`config.mk`:
```
export PLATFORM = sky130hd
export DESIGN_NAME = timer_ctrl_flat
export DESIGN_NICKNAME = d
export VERILOG_FILES = /design/src/rtl/timer_ctrl_pkg.sv /design/src/rtl/timer_ctrl_if.sv /design/src/rtl/timer_ctrl_prescaler.sv /design/src/rtl/timer_ctrl.sv /design/src/flat_wrapper.sv
export SDC_FILE = /design/constraint.sdc
export NUM_CORES = 1
export LEC_CHECK = 0
export ABC_CLOCK_PERIOD_IN_PS = 4500
export BUFFER_PORTS_ARGS = -buffer_cell sky130_fd_sc_hd__buf_2
export CAP_MARGIN = 20
export CORE_ASPECT_RATIO = 0.7
export CORE_MARGIN = 2
export CORE_UTILIZATION = 53
export CTS_CLUSTER_DIAMETER = 50
export DETAILED_ROUTE_END_ITERATION = 7
export PLACE_DENSITY = 0.78
export SLEW_MARGIN = 0
export SYNTH_ARGS = -nofsm -noshare
export SYNTH_HDL_FRONTEND = slang
export SYNTH_HIERARCHICAL = 1
export SYNTH_SLANG_ARGS = --single-unit
```
`constraint.sdc`:
```
create_clock -name clk -period 4.5 [get_ports clk]
set_input_delay 0.45 -clock clk [delete_from_list [all_inputs] [get_ports clk]]
set_output_delay 0.45 -clock clk [all_outputs]
set_load 0.05 [all_outputs]
```
`src/rtl/timer_ctrl_pkg.sv`:
```
// Shared register map and CTRL bit positions for the CPU interrupt timer.
package timer_ctrl_pkg;

  localparam logic [3:0] TMR_CTRL   = 4'h0;
  localparam logic [3:0] TMR_LIMIT  = 4'h4;
  localparam logic [3:0] TMR_COUNT  = 4'h8;
  localparam logic [3:0] TMR_STATUS = 4'hC;

  localparam int TMR_EN      = 0;
  localparam int TMR_ONESHOT = 1;
  localparam int TMR_IE      = 2;
  localparam int TMR_PS_LSB  = 8;

  // Registers are word-aligned, so only addr[3:2] distinguishes them.
  function automatic logic reg_hit(input logic [3:0] addr, input logic [3:0] offset);
    return addr[3:2] == offset[3:2];
  endfunction

endpackage

```
`src/rtl/timer_ctrl_if.sv`:
```
// Single-cycle register port between the CPU MEM stage and the timer.
interface timer_ctrl_if;

  logic        cs;
  logic        we;
  logic [3:0]  addr;
  logic [31:0] wdata;
  logic [31:0] rdata;

  modport master (output cs, output we, output addr, output wdata, input rdata);
  modport slave  (input cs, input we, input addr, input wdata, output rdata);

endinterface

```
`src/rtl/timer_ctrl_prescaler.sv`:
```
// Prescaler: emits one tick every PRESCALE+1 enabled cycles.
module timer_prescaler #(
  parameter int PS_W = 8
) (
  input  logic            clk,
  input  logic            reset,
  input  logic            en,
  input  logic            clr,
  input  logic [PS_W-1:0] prescale,
  output logic            tick
);

  logic [PS_W-1:0] ps_cnt;

  assign tick = en && (ps_cnt == prescale);

  // clr only arrives while en is still 0, so it never collides with a tick.
  always_ff @(posedge clk or posedge reset) begin
    if (reset) begin
      ps_cnt <= '0;
    end else if (clr) begin
      ps_cnt <= '0;
    end else if (en) begin
      ps_cnt <= tick ? '0 : ps_cnt + PS_W'(1);
    end
  end

endmodule

```
`src/rtl/timer_ctrl.sv`:
```
// Memory-mapped interrupt timer: config registers, prescaled counter,
// sticky W1C pending flag and level interrupt into the exception logic.
module timer_ctrl
  import timer_ctrl_pkg::*;
#(
  parameter int               CNT_W     = 32,
  parameter int               PS_W      = 8,
  parameter logic [CNT_W-1:0] RST_LIMIT = CNT_W'(1000)
) (
  input  logic         clk,
  input  logic         reset,
  timer_ctrl_if.slave  bus,
  output logic         timer_int
);

  logic             en;
  logic             oneshot;
  logic             ie;
  logic [PS_W-1:0]  prescale;
  logic [CNT_W-1:0] limit;
  logic [CNT_W-1:0] count;
  logic             pend;

  logic wr;
  logic wr_ctrl;
  logic wr_limit;
  logic wr_count;
  logic wr_status;
  logic tick;
  logic expire;
  logic ps_clr;
  logic unused_bits;

  assign wr        = bus.cs && bus.we;
  assign wr_ctrl   = wr && reg_hit(bus.addr, TMR_CTRL);
  assign wr_limit  = wr && reg_hit(bus.addr, TMR_LIMIT);
  assign wr_count  = wr && reg_hit(bus.addr, TMR_COUNT);
  assign wr_status = wr && reg_hit(bus.addr, TMR_STATUS);

  // Expiry compares the pre-edge COUNT, even when software rewrites it this cycle.
  assign expire = tick && (count >= limit);
  assign ps_clr = wr_ctrl && bus.wdata[TMR_EN] && !en;

  assign unused_bits = ^{bus.wdata, bus.addr[1:0]};

  timer_prescaler #(.PS_W(PS_W)) u_prescaler (
    .clk      (clk),
    .reset    (reset),
    .en       (en),
    .clr      (ps_clr),
    .prescale (prescale),
    .tick     (tick)
  );

  // Software CTRL writes take priority over the one-shot auto-disable.
  always_ff @(posedge clk or posedge reset) begin
    if (reset) begin
      en       <= 1'b0;
      oneshot  <= 1'b0;
      ie       <= 1'b0;
      prescale <= '0;
    end else if (wr_ctrl) begin
      en       <= bus.wdata[TMR_EN];
      oneshot  <= bus.wdata[TMR_ONESHOT];
      ie       <= bus.wdata[TMR_IE];
      prescale <= bus.wdata[TMR_PS_LSB +: PS_W];
    end else if (expire && oneshot) begin
      en       <= 1'b0;
    end
  end

  always_ff @(posedge clk or posedge reset) begin
    if (reset) begin
      limit <= RST_LIMIT;
    end else if (wr_limit) begin
      limit <= bus.wdata[CNT_W-1:0];
    end
  end

  always_ff @(posedge clk or posedge reset) begin
    if (reset) begin
      count <= '0;
    end else if (wr_count) begin
      count <= bus.wdata[CNT_W-1:0];
    end else if (tick) begin
      count <= expire ? '0 : count + CNT_W'(1);
    end
  end

  // A simultaneous expiry beats the W1C so no interrupt is lost.
  always_ff @(posedge clk or posedge reset) begin
    if (reset) begin
      pend <= 1'b0;
    end else if (expire) begin
      pend <= 1'b1;
    end else if (wr_status && bus.wdata[0]) begin
      pend <= 1'b0;
    end
  end

  assign timer_int = pend && ie;

  always_comb begin
    bus.rdata = '0;
    if (bus.cs) begin
      if (reg_hit(bus.addr, TMR_CTRL)) begin
        bus.rdata[TMR_EN]               = en;
        bus.rdata[TMR_ONESHOT]          = oneshot;
        bus.rdata[TMR_IE]               = ie;
        bus.rdata[TMR_PS_LSB +: PS_W]   = prescale;
      end else if (reg_hit(bus.addr, TMR_LIMIT)) begin
        bus.rdata[CNT_W-1:0] = limit;
      end else if (reg_hit(bus.addr, TMR_COUNT)) begin
        bus.rdata[CNT_W-1:0] = count;
      end else begin
        bus.rdata[0] = pend;
      end
    end
  end

endmodule

```
`src/flat_wrapper.sv`:
```
// flat-port wrapper written by rule: the top's interface ports become plain ports
module timer_ctrl_flat import timer_ctrl_pkg::*;
#(
  parameter int               CNT_W     = 32,
  parameter int               PS_W      = 8,
  parameter logic [CNT_W-1:0] RST_LIMIT = CNT_W'(1000)
)
  (clk, reset, timer_int, bus_cs, bus_we, bus_addr, bus_wdata, bus_rdata);
  timer_ctrl_if bus_i ();
  input  logic clk;
  input  logic reset;
  output logic timer_int;
  input wire logic [$bits(bus_i.cs)-1:0] bus_cs;
  input wire logic [$bits(bus_i.we)-1:0] bus_we;
  input wire logic [$bits(bus_i.addr)-1:0] bus_addr;
  input wire logic [$bits(bus_i.wdata)-1:0] bus_wdata;
  output wire logic [$bits(bus_i.rdata)-1:0] bus_rdata;
  assign bus_i.cs = bus_cs;
  assign bus_i.we = bus_we;
  assign bus_i.addr = bus_addr;
  assign bus_i.wdata = bus_wdata;
  assign bus_rdata = bus_i.rdata;
  timer_ctrl #(.CNT_W(CNT_W), .PS_W(PS_W), .RST_LIMIT(RST_LIMIT)) u_core (.clk(clk), .reset(reset), .bus(bus_i), .timer_int(timer_int));
endmodule
```
== Yosys cells after proc, flatten, opt, wreduce, memory -nomap -nowiden ==
Index checks and enable logic that the tools add are counted.

* Register bits: 84
* Output and inout bits: 33
* Word-level logic and storage cells: 51

* $add $sub $neg: 2
* $lt $le $gt $ge: 1
* Eq/ne operators: 4
* Muxes and demuxes: 18
* Reductions and logical operators: 18

{| class="wikitable"
|+ Operators with widths
! cell !! number
|-
| $mux W32 || 5
|-
| $add A32 B1 Y32 const B || 1
|-
| $ge A32 B32 Y1 || 1
|-
| $mux W8 || 4
|-
| $mux W31 || 1
|-
| $mux W16 || 1
|-
| $logic_and A1 B1 Y1 || 12
|-
| $add A8 B1 Y8 const B || 1
|-
| $eq A8 B8 Y1 || 1
|-
| $reduce_bool A2 Y1 || 4
|-
| $mux W1 || 5
|-
| $mux W5 || 1
|-
| $eq A2 B2 Y1 const B || 2
|-
| $mux W3 || 1
|-
| $eq A2 B1 Y1 const B || 1
|-
| $logic_not A2 Y1 || 1
|-
| $logic_not A1 Y1 || 1
|}

== Logic depth before layout (Yosys ltp) ==
* Depth in word-level cells: 6
* Mapped depth: 10
* Depth with buffers taken out: 8

== Hierarchy ==
Netlist, hierarchy kept.

{| class="wikitable"
|+ Modules (own cells, without submodules)
! module !! times used !! cells an instance !! area an instance (µm²) !! seq. area each (µm²)
|-
| timer_ctrl || 1 || 552 || 5,163.7 || 1,909.3
|-
| timer_prescaler || 1 || 50 || 500.5 || 200.2
|}

== Worst setup path after synthesis ==
Ideal clock, no wire load.

* Kind: input -> output
* From: input port bus_addr[3]
* To: output port bus_rdata[16]
* Data arrival time: 1.956 ns
* Slack: 2.094 ns
* Stages: 5
* Path buffers: 2
* Path through: buf_2 nor2b_1 clkbuf_1 a22oi_1 nor2b_1

* Longest elaborated chain between the ends: 5
* Elaborated cells between the ends (all ways): 7

{| class="wikitable"
|+ Ends and longest elaborated chain
! item !! RTL line !! text
|-
| start: declaration || flat_wrapper.sv:15 || <nowiki>input wire logic [$bits(bus_i.addr)-1:0] bus_addr;</nowiki>
|-
| $eq A2 B2 Y1 || timer_ctrl_pkg.sv:16 || <nowiki>return addr[3:2] == offset[3:2];</nowiki>
|-
| $mux W31 || timer_ctrl.sv:113 || <nowiki>end else if (reg_hit(bus.addr, TMR_COUNT)) begin</nowiki>
|-
| $mux W32 || timer_ctrl.sv:111 || <nowiki>end else if (reg_hit(bus.addr, TMR_LIMIT)) begin</nowiki>
|-
| $mux W16 * || timer_ctrl.sv:106 || <nowiki>if (reg_hit(bus.addr, TMR_CTRL)) begin</nowiki>
|-
| $mux W32 * || timer_ctrl.sv:105 || <nowiki>if (bus.cs) begin</nowiki>
|-
| end: declaration || flat_wrapper.sv:17 || <nowiki>output wire logic [$bits(bus_i.rdata)-1:0] bus_rdata;</nowiki>
|}

Every way passes the cells marked *; elsewhere a longest branch is shown, timed or not.

== Final worst setup path ==
* From: input port bus_addr[2]
* To: output port bus_rdata[6]

* Longest elaborated chain between the ends: 5
* Elaborated cells between the ends (all ways): 7

{| class="wikitable"
|+ Ends and longest elaborated chain
! item !! RTL line
|-
| $eq A2 B2 Y1 || timer_ctrl_pkg.sv:16
|-
| $mux W31 || timer_ctrl.sv:113
|-
| $mux W32 || timer_ctrl.sv:111
|-
| $mux W5 * || timer_ctrl.sv:106
|-
| $mux W32 * || timer_ctrl.sv:105
|}

Marks and branches as above.

==> summary.txt <==
Cells and area
  • Final layout net count: 734
  • Share of cells above drive strength 1: 23.76%
  • Finished Layout Cells: 797
  • Area of the multi-input gates: 3263 um2
  • Register Area: 2110 um2
  • Fin util: 62.12%
  • Final Instance Area: 6434 um2
  • Synthesis-to-finish area growth: 13.59%
  • Fillcell total: 856
  • Ant. Diodes: 0

Route
  • Avg WL per Cell: 18.34 um
  • Starting DRT DRC Count: 459
  • Post-DRT Antenna Nets: 0
  • Vias per inst: 5.971
  • Residual DRC: 0
  • DRT Pass-1 Iters: 7
  • WL final: 14,610 um
  • Via count of the routed design: 4,759

STA
  • RSZ-0062 raised after global routing: false
  • Fin Clk Skew: 0.006781 ns
  • Final critical-path required period: 2.859 ns
  • Final setup TNS: 0 ns
  • Final Hold Viols: 0
  • Worst hold slack: 0.03024 ns
  • Final setup viols: 0
  • Period utilization: 63.53%
  • Transition time at the pin with the least slew margin: 0.8373 ns
  • Rel. slew slack: 43.93%
  • Final Worst Setup Slack: 1.641 ns
  • Final-report max-slew violation count: 0
  • Highest clock rate: 0.3498 GHz

Critical path
  • CP cell instances: buf_2, nor2b_2, buf_4, a22oi_1, nor2b_1, buf_2
  • Critical path capture point type: output port
  • Req. time, crit path: 4.05 ns
  • Most used cell, CP: buf_2
  • CP arrival: 2.41 ns
  • Crit Path Class: primary input to output port
  • Crit start category: primary input
  • Critical path fanouts, max: 17
  • Slowest stage delay, CP: 0.75 ns
  • Slowest stage cell, crit path: nor2b_2

Synth
  • Cell variety after synth: 54
  • Synthesized flop and latch total: 84
  • Number of synthesized flops with an enable pin: 0
  • Synthesized instance count: 602
  • Post-synth ARST share: 100.0%
  • Fraction of the yosys area taken by sequential cells: 37.24%
  • Mapped Area: 5664 um2
  • Ys flop type: dfrtp_1
  • Syn Nets: 676
  • Synthesis warning total: 6
  • Synth Area per Inst: 9.409 um2

GRT
  • Global route overflow: 0
  • Global-route wire length before repair: 23,960 um
  • Largest net degree at the start of global routing: 66
  • Total Routing Usage GR: 26.20%
  • Vias in the first global route: 4,759
  • Initial antenna violation count: 0

Clock network
  • Post-cts hold buffer count: 0
  • Post-CTS sizing: 0
  • Clock Pin Slew Worst Setup and Hold Paths: 0.06 ns
  • CTS tree: done
  • Total CTS buffers: 9
  • # H-tree levels: 3
  • Setup bufs post-CTS: 0
  • # clock sinks: 84
  • Clk buf depth: 2
  • Clock insertion delay at the later pin of the skew report: 0.34 ns
  • CTS root buf: clkbuf_16

Place
  • Placed Cells: 779
  • Post-DP Area: 6106 um2
  • Placer Congestion: 0.8532
  • PortBufs: 70
  • Post-DP HPWL: 10,240 um
  • Setup WS pre-CTS: 1.429 ns

Power and ir drop
  • Ratio of total power to cell area: 485.3 nW/um2
  • VDD IR-drop max: 235.8 uV
  • Post-layout power: 3.122 mW
  • Leak Pwr: 2.850 nW

Die
  • Row Count: 31
  • Die Ht: 90.50 um
  • Die W: 127.6 um
  • Die Area: 11,540 um2
  • Core area: 10,360 um2
  • Num ports: 73
  • Initial Util: 54.69%

Worst hold path
  • HP Class: primary input to async pin

Flow run
  • Max-Cap Viols: 0

Status
  • Status: complete, no violations
per-layer routing:
| metal | global-route usage [%] | part of all wire (%) | up-vias |
|---|---|---|---|
| met3 | 5.036 | 5.8 | 15 |
| li1 | - | - | 2239 |
| met2 | 41.93 | 47 | 155 |
| met4 | 5.678 | 0.77 | 0 |
| met5 | 0 | 0 | - |
| met1 | 37.12 | 46 | 2350 |
path summary, 6_finish.rpt:
check                                startpoint                  to  slack (ns)  cells past startpoint
worst min-delay path                      reset  u_core/prescale[1]        0.03                      2
worst max register to register  u_core/count[0]    u_core/count[12]        1.81                      9
worst min register to register   u_core/oneshot           u_core/en        0.54                      1
worst max-delay path                bus_addr[2]        bus_rdata[6]        1.64                      6
min in group clk                  bus_wdata[22]    u_core/count[22]        0.34                      3
max in group asynchronous                 reset     u_core/limit[7]        3.78                      3
power breakdown:
part           internal (mW)  switching, mW  total, mW  leakage (nW)
sequential             0.973          0.287       1.26          1.02
clock                  0.429          0.285      0.714         0.138
combinational          0.517          0.631       1.15          1.69
total                   1.92           1.20       3.12          2.85
cell usage after synthesis, types with 4 or more instances:
| cell | n | area (um2) |
|---|---|---|
| dfrtp_1 | 78 | 1952 |
| a21oi_1 | 45 | 225.2 |
| inv_1 | 44 | 165.2 |
| mux2_2 | 42 | 473.0 |
| ha_1 | 34 | 425.4 |
| nand2_1 | 34 | 127.6 |
| o21ai_1 | 29 | 145.1 |
| xnor2_1 | 28 | 245.2 |
| nor3b_1 | 25 | 187.7 |
| nor2b_1 | 24 | 150.1 |
| a22oi_1 | 21 | 157.7 |
| clkbuf_1 | 19 | 71.32 |
| nor2_1 | 19 | 71.32 |
| o21ai_0 | 17 | 85.08 |
| xor2_1 | 16 | 140.1 |
| nand3_1 | 15 | 75.07 |
| nand4_1 | 15 | 93.84 |
| nor3_1 | 15 | 75.07 |
| and2_1 | 12 | 75.07 |
| mux2i_1 | 11 | 110.1 |
| buf_2 | 7 | 35.03 |
| buf_1 | 6 | 22.52 |
| dfstp_2 | 6 | 157.7 |
| and3_1 | 4 | 25.02 |
flip-flops by register name (all words and copies together), names as in the netlist:
register,count
u_core/count,32
u_core/limit,32
u_core/prescale,8
u_core/u_prescaler/ps_cnt,8
u_core/en,1
u_core/ie,1
u_core/oneshot,1
u_core/pend,1
logic make-up after synthesis:
family	count (synthesis)	share of synthesized area (%)
and+or+nand+nor	182	19.31
xor gates and xnor gates	44	6.804
muxes	54	10.69
DFF	84	37.24
buffers and inverters	76	5.191
AOI/OAI and AO/OA	128	13.25
adders and majority gates	34	7.511
final cells by class:
class	instances	share of cell area, %
Multi-Input combinational cell	442	50.72
Sequential cell	84	32.79
Timing Repair Buffer	79	7.001
Clock buffer	13	3.734
Inverter	44	2.567
Tap cell	132	2.567
Clock inverter	3	0.6223
critical path: cells and delay by family:
family | cells | cell delay (ns)
AO/OA/AOI/OAI | 1 | 0.11
buffers and inverters | 3 | 0.93
AND/OR/NAND/NOR | 2 | 0.91
layout by cell type, fill, tap and decap left out, types with 2 or more instances in the layout:
| master | n |
|---|---|
| nor2b_1 | 23 |
| o21ai_0 | 17 |
| xor2_1 | 16 |
| buf_4 | 7 |
| nor2_1 | 19 |
| buf_2 | 70 |
| nand3_1 | 15 |
| inv_1 | 43 |
| nand2b_1 | 2 |
| dfstp_2 | 6 |
| nor3_1 | 15 |
| nand3_4 | 2 |
| mux2_2 | 42 |
| nor4_4 | 2 |
| and2_1 | 12 |
| nand4_1 | 15 |
| ha_1 | 34 |
| mux2i_1 | 11 |
| a21o_1 | 2 |
| and3_1 | 4 |
| nor3_2 | 2 |
| dfrtp_1 | 78 |
| a22oi_1 | 21 |
| nor3b_1 | 25 |
| a21oi_1 | 45 |
| clkbuf_1 | 4 |
| nand2_1 | 34 |
| clkinv_2 | 2 |
| or3_1 | 2 |
| o21ai_1 | 29 |
| xnor2_1 | 28 |
| clkbuf_16 | 9 |
(Power assumes the default switching activity.)
